<file path="config.mk">
export PLATFORM = sky130hd
export DESIGN_NAME = rtc_lectura_hora
export DESIGN_NICKNAME = d
export VERILOG_FILES = /design/src/rtl/rtc_lectura_hora.sv
export SDC_FILE = /design/constraint.sdc
export NUM_CORES = 1
export LEC_CHECK = 0
export BUFFER_PORTS_ARGS = -buffer_cell sky130_fd_sc_hd__buf_2
export CORE_ASPECT_RATIO = 1.2
export CORE_MARGIN = 8
export CORE_UTILIZATION = 45
export DETAILED_ROUTE_END_ITERATION = 10
export PLACE_DENSITY = 0.77
export SYNTH_ARGS = -nofsm -noshare
export SYNTH_HDL_FRONTEND = slang
export SYNTH_SLANG_ARGS = --single-unit
</file>
<file path="constraint.sdc">
create_clock -name reloj -period 2.1 [get_ports reloj]
set_input_delay 0.21 -clock reloj [delete_from_list [all_inputs] [get_ports reloj]]
set_output_delay 0.21 -clock reloj [all_outputs]
set_load 0.02 [all_outputs]
</file>
<file path="src/rtl/rtc_lectura_hora.sv">
// Bus sequencer that reads seconds, minutes and hours from a multiplexed
// address/data RTC chip and presents them as bytes to the time block.
module rtc_lectura_hora #(
    parameter int unsigned T_FASE   = 4,
    parameter logic [7:0]  DIR_SEG  = 8'h21,
    parameter logic [7:0]  DIR_MIN  = 8'h22,
    parameter logic [7:0]  DIR_HORA = 8'h23
) (
    input  logic       reloj,
    input  logic       resetM,
    input  logic       inicio,
    input  logic [7:0] dato_rtc_in,
    output logic [7:0] AD_out,
    output logic       AD_oe,
    output logic       CS_n,
    output logic       RD_n,
    output logic       WR_n,
    output logic       A_D_n,
    output logic [7:0] OUT_segh,
    output logic [7:0] OUT_minh,
    output logic [7:0] OUT_horah,
    output logic [3:0] Selec_Demux_DD,
    output logic       READ,
    output logic       listo,
    output logic       error_bcd
);

    typedef enum logic [2:0] {
        IDLE,
        ADDR,
        HOLD1,
        DATA,
        HOLD2,
        FIN
    } state_t;

    localparam logic [1:0] IDX_SEG  = 2'd0;
    localparam logic [1:0] IDX_MIN  = 2'd1;
    localparam logic [1:0] IDX_HORA = 2'd2;
    localparam logic [3:0] LAST     = 4'(T_FASE - 1);

    state_t     state_q, state_d;
    logic [3:0] cnt_q, cnt_d;
    logic [1:0] idx_q, idx_d;
    logic       cs_n_q, cs_n_d;
    logic       rd_n_q, rd_n_d;
    logic       wr_n_q, wr_n_d;
    logic       a_d_n_q, a_d_n_d;
    logic       ad_oe_q, ad_oe_d;
    logic [7:0] ad_out_q, ad_out_d;
    logic [3:0] sel_q, sel_d;
    logic       read_q, read_d;
    logic       listo_q, listo_d;
    logic [7:0] seg_q, seg_d;
    logic [7:0] min_q, min_d;
    logic [7:0] hora_q, hora_d;
    logic       err_q, err_d;
    logic [7:0] samp_q, samp_d;
    logic       samp_vld_q, samp_vld_d;
    logic       phase_end;
    logic       samp_bcd_ok;

    assign phase_end   = (cnt_q == LAST);
    assign samp_bcd_ok = (samp_q[7:4] <= 4'd9) && (samp_q[3:0] <= 4'd9);

    always_comb begin
        state_d    = state_q;
        cnt_d      = cnt_q;
        idx_d      = idx_q;
        read_d     = read_q;
        listo_d    = 1'b0;
        samp_d     = samp_q;
        samp_vld_d = 1'b0;
        seg_d      = seg_q;
        min_d      = min_q;
        hora_d     = hora_q;
        err_d      = err_q;

        unique case (state_q)
            IDLE: begin
                if (inicio) begin
                    state_d = ADDR;
                    idx_d   = IDX_SEG;
                    cnt_d   = 4'd0;
                    read_d  = 1'b1;
                end
            end
            ADDR, HOLD1: begin
                if (phase_end) begin
                    cnt_d   = 4'd0;
                    state_d = (state_q == ADDR) ? HOLD1 : DATA;
                end else begin
                    cnt_d = cnt_q + 4'd1;
                end
            end
            DATA: begin
                if (phase_end) begin
                    cnt_d      = 4'd0;
                    state_d    = HOLD2;
                    samp_d     = dato_rtc_in;
                    samp_vld_d = 1'b1;
                end else begin
                    cnt_d = cnt_q + 4'd1;
                end
            end
            HOLD2: begin
                if (phase_end) begin
                    cnt_d = 4'd0;
                    if (idx_q == IDX_HORA) begin
                        state_d = FIN;
                        read_d  = 1'b0;
                    end else begin
                        state_d = ADDR;
                        idx_d   = idx_q + 2'd1;
                    end
                end else begin
                    cnt_d = cnt_q + 4'd1;
                end
            end
            FIN: begin
                listo_d = 1'b1;
                state_d = IDLE;
            end
            default: begin
                state_d = IDLE;
                cnt_d   = 4'd0;
                read_d  = 1'b0;
            end
        endcase

        // Hours keep their 12/24 and AM/PM flag bits, so no BCD screening.
        if (samp_vld_q) begin
            unique case (idx_q)
                IDX_SEG: begin
                    if (samp_bcd_ok) seg_d = samp_q;
                    else err_d = 1'b1;
                end
                IDX_MIN: begin
                    if (samp_bcd_ok) min_d = samp_q;
                    else err_d = 1'b1;
                end
                default: hora_d = samp_q;
            endcase
        end
    end

    // Bus and selector outputs are decoded from the next state so they
    // are registered yet line up with the state they belong to.
    always_comb begin
        cs_n_d   = 1'b1;
        rd_n_d   = 1'b1;
        wr_n_d   = 1'b1;
        a_d_n_d  = 1'b1;
        ad_oe_d  = 1'b0;
        ad_out_d = 8'h00;
        sel_d    = 4'd0;

        unique case (state_d)
            ADDR: begin
                cs_n_d  = 1'b0;
                wr_n_d  = 1'b0;
                a_d_n_d = 1'b0;
                ad_oe_d = 1'b1;
                unique case (idx_d)
                    IDX_SEG: ad_out_d = DIR_SEG;
                    IDX_MIN: ad_out_d = DIR_MIN;
                    default: ad_out_d = DIR_HORA;
                endcase
            end
            DATA: begin
                cs_n_d = 1'b0;
                rd_n_d = 1'b0;
            end
            default: ;
        endcase

        if (state_d == ADDR || state_d == HOLD1 ||
            state_d == DATA || state_d == HOLD2) begin
            sel_d = 4'd5 - {2'b00, idx_d};
        end
    end

    always_ff @(posedge reloj or posedge resetM) begin
        if (resetM) begin
            state_q    <= IDLE;
            cnt_q      <= 4'd0;
            idx_q      <= IDX_SEG;
            cs_n_q     <= 1'b1;
            rd_n_q     <= 1'b1;
            wr_n_q     <= 1'b1;
            a_d_n_q    <= 1'b1;
            ad_oe_q    <= 1'b0;
            ad_out_q   <= 8'h00;
            sel_q      <= 4'd0;
            read_q     <= 1'b0;
            listo_q    <= 1'b0;
            seg_q      <= 8'h00;
            min_q      <= 8'h00;
            hora_q     <= 8'h00;
            err_q      <= 1'b0;
            samp_q     <= 8'h00;
            samp_vld_q <= 1'b0;
        end else begin
            state_q    <= state_d;
            cnt_q      <= cnt_d;
            idx_q      <= idx_d;
            cs_n_q     <= cs_n_d;
            rd_n_q     <= rd_n_d;
            wr_n_q     <= wr_n_d;
            a_d_n_q    <= a_d_n_d;
            ad_oe_q    <= ad_oe_d;
            ad_out_q   <= ad_out_d;
            sel_q      <= sel_d;
            read_q     <= read_d;
            listo_q    <= listo_d;
            seg_q      <= seg_d;
            min_q      <= min_d;
            hora_q     <= hora_d;
            err_q      <= err_d;
            samp_q     <= samp_d;
            samp_vld_q <= samp_vld_d;
        end
    end

    assign AD_out         = ad_out_q;
    assign AD_oe          = ad_oe_q;
    assign CS_n           = cs_n_q;
    assign RD_n           = rd_n_q;
    assign WR_n           = wr_n_q;
    assign A_D_n          = a_d_n_q;
    assign OUT_segh       = seg_q;
    assign OUT_minh       = min_q;
    assign OUT_horah      = hora_q;
    assign Selec_Demux_DD = sel_q;
    assign READ           = read_q;
    assign listo          = listo_q;
    assign error_bcd      = err_q;

endmodule

</file>
After elaboration in Yosys (flattened, before gate mapping)

Cells that the tools add are included.
W data, S select, Z words.

Logic and storage cells: 89
Bits of input ports: 11
Flip-flop bits (word level): 61
Output and inout port bits: 44

Multiplexer cells: 28
Reduce and logical (&&, ||, !) cells: 19
Add/sub/neg operators: 3
Equal/unequal tests: 16
Order comparisons: 2
Bitwise gates (word level): 4

Operators by type and width:

| cell                  | number |
|---|---|
| $mux W3               | 5 |
| $eq A3 B2 Y1 const B  | 4 |
| $mux W4               | 3 |
| $pmux W3 S4           | 1 |
| $pmux W4 S3           | 1 |
| $mux W1               | 11 |
| $eq A3 B3 Y1 const B  | 3 |
| $reduce_and A3 Y1     | 3 |
| $le A4 B4 Y1 const B  | 2 |
| $pmux W2 S2           | 2 |
| $reduce_or A4 Y1      | 2 |
| $eq A3 B1 Y1 const B  | 2 |
| $mux W2               | 3 |
| $mux W6               | 1 |
| $ne A2 B2 Y1 const B  | 3 |
| $reduce_and A2 Y1     | 3 |
| $reduce_or A2 Y1      | 3 |
| $add A4 B1 Y4 const B | 1 |
| $eq A2 B1 Y1 const B  | 2 |
| $eq A4 B2 Y1 const B  | 1 |
| $logic_not A2 Y1      | 2 |
| $not A1 Y1            | 4 |
| $reduce_and A4 Y1     | 1 |
| $sub A3 B2 Y4 const A | 1 |
| 6 further kinds       | 8 |

Depth between registers and ports, before layout

Gate-level depths: netlist of run 1.

Word-level depth: 9
Depth in mapped cells: 7
Depth with buffers taken out: 6

Worst setup path before layout of run 1

No wires, ideal clock.

Path kind: flip-flop to flip-flop
Start: reg cnt_q[0]
End: reg ad_out_q[0] (netlist: AD_out[0])
Period minus slack after synthesis: 1.857 ns
Stages on the path, launching flop included: 7
Buffers on the path: 1
Setup time: 0.084 ns
Data arrival time: 1.773 ns
Required time: 2.016 ns
Path slack: 0.243 ns
Path through: dfrtp_1 ha_1 or3b_1 clkbuf_2 or4_1 a31o_2 a41oi_2

Cells in the longest elaborated chain, start to end: 6
Elaborated cells on any way between the ends: 12
Classes of those cells: 3 x eq/ne; 8 x mux; 1 x reduce/logical

RTL lines:

| element                                                 | RTL line | source |
|---|---|---|
| from (decl)                                             | 43       | `logic [3:0] cnt_q, cnt_d;` |
| from (signal assigned)                                  | 205      | `cnt_q <= cnt_d;` |
| $eq A4 B2 Y1 *                                          | 63       | `assign phase_end = (cnt_q == LAST);` |
| $mux W2                                                 | 107      | `if (phase_end) begin` |
| $pmux W2 S2                                             | 79       | `unique case (state_q)` |
| $eq A2 B1 Y1 / $logic_not A2 Y1 (equally long branches) | 164      | `unique case (idx_d)` |
| $pmux W2 S2                                             | 164      |  |
| $mux W6 *                                               | 158      | `unique case (state_d)` |
| named net ad_out_d[0]                                   | 50       | `logic [7:0] ad_out_q, ad_out_d;` |
| to (signal assigned)                                    | 212      | `ad_out_q <= ad_out_d;` |
| to (decl)                                               | 50       |  |

The timed path passes the listed nets; every way through them passes the cells marked *.
A chain may end at the register's enable or synchronous reset.

Worst setup path after layout of run 1

Start: reg cnt_q[0]
End: reg samp_q[6]

Cells in the longest elaborated chain, start to end: 2

RTL lines:

| element                     | RTL line | source |
|---|---|---|
| $eq A4 B2 Y1                | 63       |  |
| $reduce_and A2 Y1 (no line) | -        |  |
| to (signal assigned)        | 220      | `samp_q <= samp_d;` |
| to (decl)                   | 58       | `logic [7:0] samp_q, samp_d;` |

No other way between the ends.

==> impl_summary.log, run 1 <==
INFO  metric timing.fmax = 0.511 GHz
INFO  metric filler_cell_count = 446
INFO  metric clkLatencyLatePin = 300 ps
INFO  metric overflow = 0
INFO  metric clock_tree_from_tritoncts = yes
INFO  metric fin_total_pwr = 1800 uW
INFO  metric clkSinkCount = 54
INFO  metric die_area = 7670 um^2
INFO  metric wirelength = 4.59 mm
INFO  metric wire_length_of_the_first_global_routing_pass = 7.55 mm
INFO  metric flow.area_growth_from_synthesis = 17.3%
INFO  metric vdd_ir_drop_max = between 0.0003 and 0.0004 V
INFO  metric cpMaxStageDelayCell = sky130_fd_sc_hd__mux2_1
INFO  metric critical_path_peak_fanout = 11
INFO  metric clock_transition_at_the_registers_of_the_reported_paths = 90 ps
INFO  metric synthesis.instances = 177
INFO  metric status = finished clean
INFO  metric num_rows = 28
INFO  metric drv_cap = 0
INFO  metric static-leakage-power = around 0.0013 uW
INFO  metric worst-slew-pin-transition = 639 ps
INFO  metric antenna_violations_before_repair = 0
INFO  metric final_min_period_over_clock_period = between 90 and 100%
INFO  metric cp_data_arrival_time = around 2200 ps
INFO  metric finalHoldViolCount = 0
INFO  metric total_power_divided_by_cell_area = 665 nW/um^2
INFO  metric crit_path_max_incr_delay = 400 ps
INFO  metric routedWlPerCell = 15.6 um
INFO  metric globalRouteTotalUtil = about an eighth
INFO  metric port_buffers = 48
INFO  metric min-delay-path-class = input pin to async pin
INFO  metric yosys.area.top_type = sky130_fd_sc_hd__dfrtp_1
INFO  metric rsz0062_at_grt = no
INFO  metric finalSetupViolations = 0
INFO  metric drive_above_1_share = between 40 and 50%
INFO  metric avgViaCountPerCell = 5.09
INFO  metric fin_tns_setup = 0 ps
INFO  metric clockRootBuffer = sky130_fd_sc_hd__clkbuf_8
INFO  metric timing_worst_setup_path_type = flip-flop to flip-flop
INFO  metric level_count_of_the_clock_h_tree = 2
INFO  metric min_period = 1960 ps
INFO  metric final-max-slew-violation-count = 0
INFO  metric synth-seq-area-share = 58.8%
INFO  metric cp_cell_sequence = ha_1 -> or3b_1 -> nor2_1 -> nand2_1 -> mux2_1
INFO  metric clock_path_buffers = 2
INFO  metric netlist-cell-type-count = 40
INFO  metric synthTopCellsByArea = sky130_fd_sc_hd__dfrtp_1, sky130_fd_sc_hd__mux2_2, sky130_fd_sc_hd__dfstp_2, sky130_fd_sc_hd__buf_4, sky130_fd_sc_hd__ha_1
INFO  metric die_width = 81.3 um
INFO  metric timing.clock.skew = around 5.7 ps
INFO  metric layout.nets = 249
INFO  metric synth-warning-count = 0
INFO  metric design.core.area = 4940 um^2
INFO  metric worst_slew_margin_rel = a little under three fifths
INFO  metric critPathCaptureType = flip-flop
INFO  metric n_antenna_cell = 0
INFO  metric place.gp.congestion = 0.754
INFO  metric worst-endpoint-required = 2300 ps
INFO  metric worst_setup_path_start_kind = flip-flop
INFO  metric total_standard_cell_area_after_synthesis = 2300 um^2
INFO  metric io-pin-count = 55
INFO  metric detail-route-antenna-nets = 0
INFO  metric post_synth.cell_area_avg = 13.0 um^2
INFO  metric netlist.area_leader.share = 55.4%
INFO  metric detail_route.first_pass.iterations = 4
INFO  metric detailedPlacementHpwl = 3.45 mm
INFO  metric seqCellArea = 1360 um^2
INFO  metric dr_total_vias = roughly 1500
INFO  metric multi_input_comb_area = between 800 and 900 um^2
INFO  metric grt_max_degree = between 50 and 60
INFO  metric cts_hold_buffers = 0
INFO  metric drc = 0
INFO  metric ys_ff_latch = 54
INFO  metric via_count_of_the_first_global_routing_pass = 1526
INFO  metric post_cts_resized = 0
INFO  metric tritoncts.num_buffers = 5
INFO  metric postCtsSetupRepairBufs = 0
INFO  metric floorplan.initialDensity = 46.6%
INFO  metric chipHeight = 94.4 um
INFO  metric drt_iter0_markers = 34
## state kept, by name (all words and copies together), names as in the netlist
register	flops
listo	1
AD_out	2
AD_oe	1
samp_vld_q	1
RD_n	1
error_bcd	1
CS_n	1
A_D_n	1
Selec_Demux_DD	3
OUT_minh	8
idx_q	2
samp_q	8
state_q	3
OUT_horah	8
OUT_segh	8
READ	1
cnt_q	4
## path summary, 6_finish.rpt
kind / from / endpoint / slack, ps / cells past startpoint
max in group asynchronous: resetM / state_q[1] / 1610 / 3
min in group reloj: dato_rtc_in[6] / samp_q[6] / 130 / 2
hold / removal: resetM / OUT_minh[0] / 70 / 3
setup reg to reg: cnt_q[0] / samp_q[6] / 140 / 5
setup / recovery: cnt_q[0] / samp_q[6] / 140 / 5
hold reg to reg: error_bcd / error_bcd / 500 / 1
## layout by cell type, fill, tap and decap left out, types with 2 or more instances in the layout
master and n:
sky130_fd_sc_hd__nand3_1 7, sky130_fd_sc_hd__ha_1 5, sky130_fd_sc_hd__nand4_1 3, sky130_fd_sc_hd__nor3b_2 2, sky130_fd_sc_hd__mux2_2 31, sky130_fd_sc_hd__xnor2_1 3
sky130_fd_sc_hd__dfstp_2 3, sky130_fd_sc_hd__a21oi_1 4, sky130_fd_sc_hd__conb_1 6, sky130_fd_sc_hd__nand2_1 6, sky130_fd_sc_hd__buf_4 8, sky130_fd_sc_hd__inv_1 7
sky130_fd_sc_hd__a21o_1 2, sky130_fd_sc_hd__buf_2 48, sky130_fd_sc_hd__nor2b_1 2, sky130_fd_sc_hd__o211ai_1 2, sky130_fd_sc_hd__dfrtp_1 51, sky130_fd_sc_hd__clkinv_2 2
sky130_fd_sc_hd__clkbuf_8 5, sky130_fd_sc_hd__o21ai_0 7, sky130_fd_sc_hd__nor2_1 9
## cell families after synthesis
| kind of cell | synth area share (%) |
|---|---|
| multiplexers | 16.1 |
| flip-flops | 58.8 |
| adder cells (fa/ha/maj) | 2.72 |
| AO/OA/AOI/OAI | 7.88 |
| XOR/XNOR | 1.14 |
| other | 0.163 |
| buffers and inverters | 5.05 |
| AND/OR/NAND/NOR | 8.15 |
## synth_stat cells, drive strengths merged
master,instances
buf,10
or4,1
o21bai,1
or2,1
o41ai,1
inv,8
nand4,3
o311ai,1
clkbuf,2
dfstp,3
a21o,2
clkinv,1
o21ai,7
xnor2,3
a41oi,1
dfrtp,51
a31o,1
o211ai,2
nor3b,2
nand2,6
mux2i,1
a32o,1
o21a,1
ha,5
a21oi,4
mux2,32
nor2b,2
nand3,7
a22o,2
nor3,1
conb,1
nor2,9
or3,1
a311o,1
and2,1
or3b,1
## critical path: cells and delay by family (launching register included)
family        cells  cell delay (ps)
fa+ha+maj         1              200
flops             1              390
simple gates      3              860
mux               1              400
## layout make-up
cell class	count	share of cell area [%]
flip-flops and latches	54	50.1
inverters	9	1.30
multi-input cells	107	31.5
well taps	60	2.78
clock buffers	6	2.69
repair buffers	56	11.1
clock inverters	2	0.509
## layer usage
| metal | wire (um) | track usage (%) | share of wire [%] | vias to the layer above |
|---|---|---|---|---|
| met1 | 1920 | 15.3 | 42 | 736 |
| met4 | 70 | 4.93 | 1.5 | 0 |
| li1 | - | - | - | 717 |
| met3 | 359 | 3.99 | 7.8 | 7 |
| met2 | 2240 | 20.2 | 49 | 36 |
| met5 | 0 | 0 | 0 | - |
## power breakdown
| group | switching (uW) | internal, uW | total [uW] |
|---|---|---|---|
| clock network | 323 | 236 | 559 |
| logic | 90.1 | 52.8 | 143 |
| registers | 21.3 | 1070 | 1100 |
## per-stage QoR
step | cells | hold WS [ps] | util, % | area [um^2] | setup WS (ps)
floorplan | 182 | 342 | - | 2320 | 243
global placement | 286 | 423 | 53.0 | 2620 | 193
detailed placement | 286 | 432 | 53.0 | 2620 | 138
CTS | 294 | 84.9 | 54.7 | 2700 | 125
global route | 294 | 121 | 54.7 | 2700 | 14.3
finish | 294 | 68.8 | 54.7 | 2700 | 141
Note: power is estimated with default switching activity, not from simulation.
==> inputs of run 2 (changes only) <==
--- a/config.mk
+++ b/config.mk
@@ -7,8 +7,9 @@
 export LEC_CHECK = 0
 export BUFFER_PORTS_ARGS = -buffer_cell sky130_fd_sc_hd__buf_2
-export CORE_ASPECT_RATIO = 1.2
+export CORE_ASPECT_RATIO = 0.9
 export CORE_MARGIN = 8
 export CORE_UTILIZATION = 45
 export DETAILED_ROUTE_END_ITERATION = 10
+export MAX_ROUTING_LAYER = met4
 export PLACE_DENSITY = 0.77
 export SYNTH_ARGS = -nofsm -noshare
==> constraint.sdc (replaced) <==
create_clock -name reloj -period 2.1 [get_ports reloj]
set_input_delay 0.42 -clock reloj [delete_from_list [all_inputs] [get_ports reloj]]
set_output_delay 0.42 -clock reloj [all_outputs]
set_load 0.02 [all_outputs]
==> run 2 against run 1 <==
Final area grew 0.14%. Core utilization up 0.58 points. Global-route usage is 0.35 points lower. Clock skew fell by 2.2 ps. Wire length shrank 4.9%. Final cell count up 0.68%. Via count fell by 2.0%. Die area is essentially flat. Combinational power barely moved. Hold slack improved by 93 ps. Clock power increased by 3%. First-iteration DRC count is 85% higher. Largest power group unchanged.
==> impl_summary.log, run 2 (synthesized netlist as in run 1, its figures left out) <==
INFO  metric via_count_of_the_first_global_routing_pass = 1499
INFO  metric cp_cell_sequence = ha_1 -> or3b_4 -> or4_1 -> a31o_2 -> a41oi_2
INFO  metric rsz0062_at_grt = no
INFO  metric dr_total_vias = 1466
INFO  metric register_to_register_path_setup_slack = ~190 ps
INFO  metric worstReg2RegEnd = AD_out[0]
INFO  metric antenna_violations_before_repair = 0
INFO  metric final-max-slew-violation-count = 0
INFO  metric finalHoldViolCount = 0
INFO  metric clock_tree_from_tritoncts = yes
INFO  metric design.core.area = 4890 um^2
INFO  metric floorplan.initialDensity = 47.1%
INFO  metric cpMaxStageDelayCell = sky130_fd_sc_hd__or3b_4
INFO  metric grt_max_degree = 55
INFO  metric static-leakage-power = approximately 0.0013 uW
INFO  metric globalRouteTotalUtil = about an eighth
INFO  metric detailedPlacementHpwl = about 3.3 mm
INFO  metric timing.clock.skew = between 3 and 4 ps
INFO  metric crit_path_max_incr_delay = around 420 ps
INFO  metric seq_power_share = 60.4%
INFO  metric level_count_of_the_clock_h_tree = 2
INFO  metric drc = 0
INFO  metric layout.nets = 246
INFO  metric whs = 162 ps
INFO  metric avgViaCountPerCell = about 5
INFO  metric final_min_period_over_clock_period = 91.2%
INFO  metric status = finished clean
INFO  metric wirelength = 4.37 mm
INFO  metric clkPwrFrac = 31.6%
INFO  metric clkSinkCount = 54
INFO  metric finalSetupViolations = 0
INFO  metric min_period = 1910 ps
INFO  metric num_rows = 24
INFO  metric detail-route-antenna-nets = 0
INFO  metric port_buffers = 48
INFO  metric overflow = 0
INFO  metric total_power_divided_by_cell_area = 671 nW/um^2
INFO  metric worst-endpoint-required = between 2000 and 2500 ps
INFO  metric most_frequent_cells_in_the_layout = sky130_fd_sc_hd__dfrtp_1, sky130_fd_sc_hd__buf_2, sky130_fd_sc_hd__mux2_2
INFO  metric tritoncts.num_buffers = 5
INFO  metric leading_cell_type_in_the_layout_fill_and_taps_excluded = sky130_fd_sc_hd__dfrtp_1
INFO  metric clockRootBuffer = sky130_fd_sc_hd__clkbuf_8
INFO  metric crit_family = simple AND/OR/NAND/NOR gates
INFO  metric vdd_ir_drop_max = roughly 0.00034 V
INFO  metric critPathCaptureType = flip-flop
INFO  metric min-delay-path-class = input pin to async pin
INFO  metric n_antenna_cell = 0
INFO  metric wire_length_of_the_first_global_routing_pass = 7.48 mm
INFO  metric worst_setup_path_start_kind = flip-flop
INFO  metric drv_cap = 0
INFO  metric clock_path_buffers = 2
INFO  metric p_int = ~1400 uW
INFO  metric place.gp.congestion = 0.814
INFO  metric clkLatencyLatePin = 290 ps
INFO  metric cts_hold_buffers = 0
INFO  metric timing.fmax = 0.522 GHz
INFO  metric timing_worst_setup_path_type = flip-flop to flip-flop
INFO  metric swShare = 23.1%
INFO  metric cp_data_arrival_time = approximately 2100 ps
INFO  metric detail_route.first_pass.iterations = 4
INFO  metric clock_transition_at_the_registers_of_the_reported_paths = around 90 ps
INFO  metric critical_path_peak_fanout = 6
INFO  metric reg2regPathDepth = 5
INFO  metric drt_iter0_markers = 63
INFO  metric io-pin-count = 55
INFO  metric worst_slew_margin_rel = 59.5%
INFO  metric chipHeight = roughly 84 um
INFO  metric die_width = 91.4 um
INFO  metric worst-path-buf-inv = 0
INFO  metric power.switching = about 420 uW
INFO  metric fin_tns_setup = 0 ps
INFO  metric worst-slew-pin-transition = 599 ps
INFO  metric drive_above_1_share = 44.6%
INFO  metric routedWlPerCell = 14.8 um
INFO  metric flow.area_growth_from_synthesis = 17.5%
INFO  metric die_area = 7670 um^2
INFO  metric power.share.combinational = 8.0%
INFO  metric worstReg2RegStart = cnt_q[0]
## run 2: routing by layer
metal | part of all wire [%] | GRT usage [%] | wire length, um
met5 | 0 | - | 0
met3 | 5.4 | 3.96 | 235
met1 | 45 | 15.2 | 1980
met4 | 0.96 | 3.57 | 42
met2 | 48 | 18.6 | 2110
## run 2: power by group through the flow
| stage | registers, uW | logic, uW | clock network (uW) |
|---|---|---|---|
| global route | 1100 | 160 | 644 |
| global placement | 1110 | 148 | 0 |
| detailed placement | 1120 | 150 | 0 |
| floorplan | 1150 | 66.3 | 0 |
| CTS | 1100 | 150 | 590 |
| finish | 1100 | 146 | 574 |
## run 2: worst register-to-register path, delay by kind of cell, from the launching register on
kind                     cells  cell delay (ps)
flip-flops                   1              390
AO/OA/AOI/OAI                2              420
AND/OR/NAND/NOR              2              830
adder cells (fa/ha/maj)      1              200
## run 2: layout make-up
type / instances / area, um^2
Multi-Input combinational cell: 107 / 853
Sequential cell: 54 / 1360
Fill cell: 428 / 2190
Clock buffer: 7 / 86.3
Timing Repair Buffer: 53 / 290
Tap cell: 65 / 81.3
Inverter: 9 / 35.0
Clock inverter: 1 / 5.00
## run 2: timing repair
item                                    4_1_cts  5_1_grt
resized for setup                             0        1
endpoints found under the setup margin        0        5
buffers inserted                              0        0
## run 2: worst max-delay path by stage
stage	end	slack [ps]	cells after the start	from
after global placement	AD_out[0]	220	5	cnt_q[0]
after detailed placement	AD_out[0]	160	5	cnt_q[0]
after global routing	samp_q[0]	50	6	cnt_q[0]
after CTS	AD_out[0]	130	5	cnt_q[0]
after floorplan	AD_out[0]	240	6	cnt_q[0]
final	AD_out[0]	190	5	cnt_q[0]
## run 2: stage by stage
step	worst slack (ps)	instances	cell area [um^2]	power [uW]	util (%)
2_1_floorplan	243	182	2320	1210	-
3_3_place_gp	224	288	2610	1260	53.4
3_5_place_dp	160	288	2610	1270	53.4
4_1_cts	129	296	2700	1840	55.2
5_1_grt	54.0	296	2710	1910	55.3
6_report	186	296	2710	1820	55.3
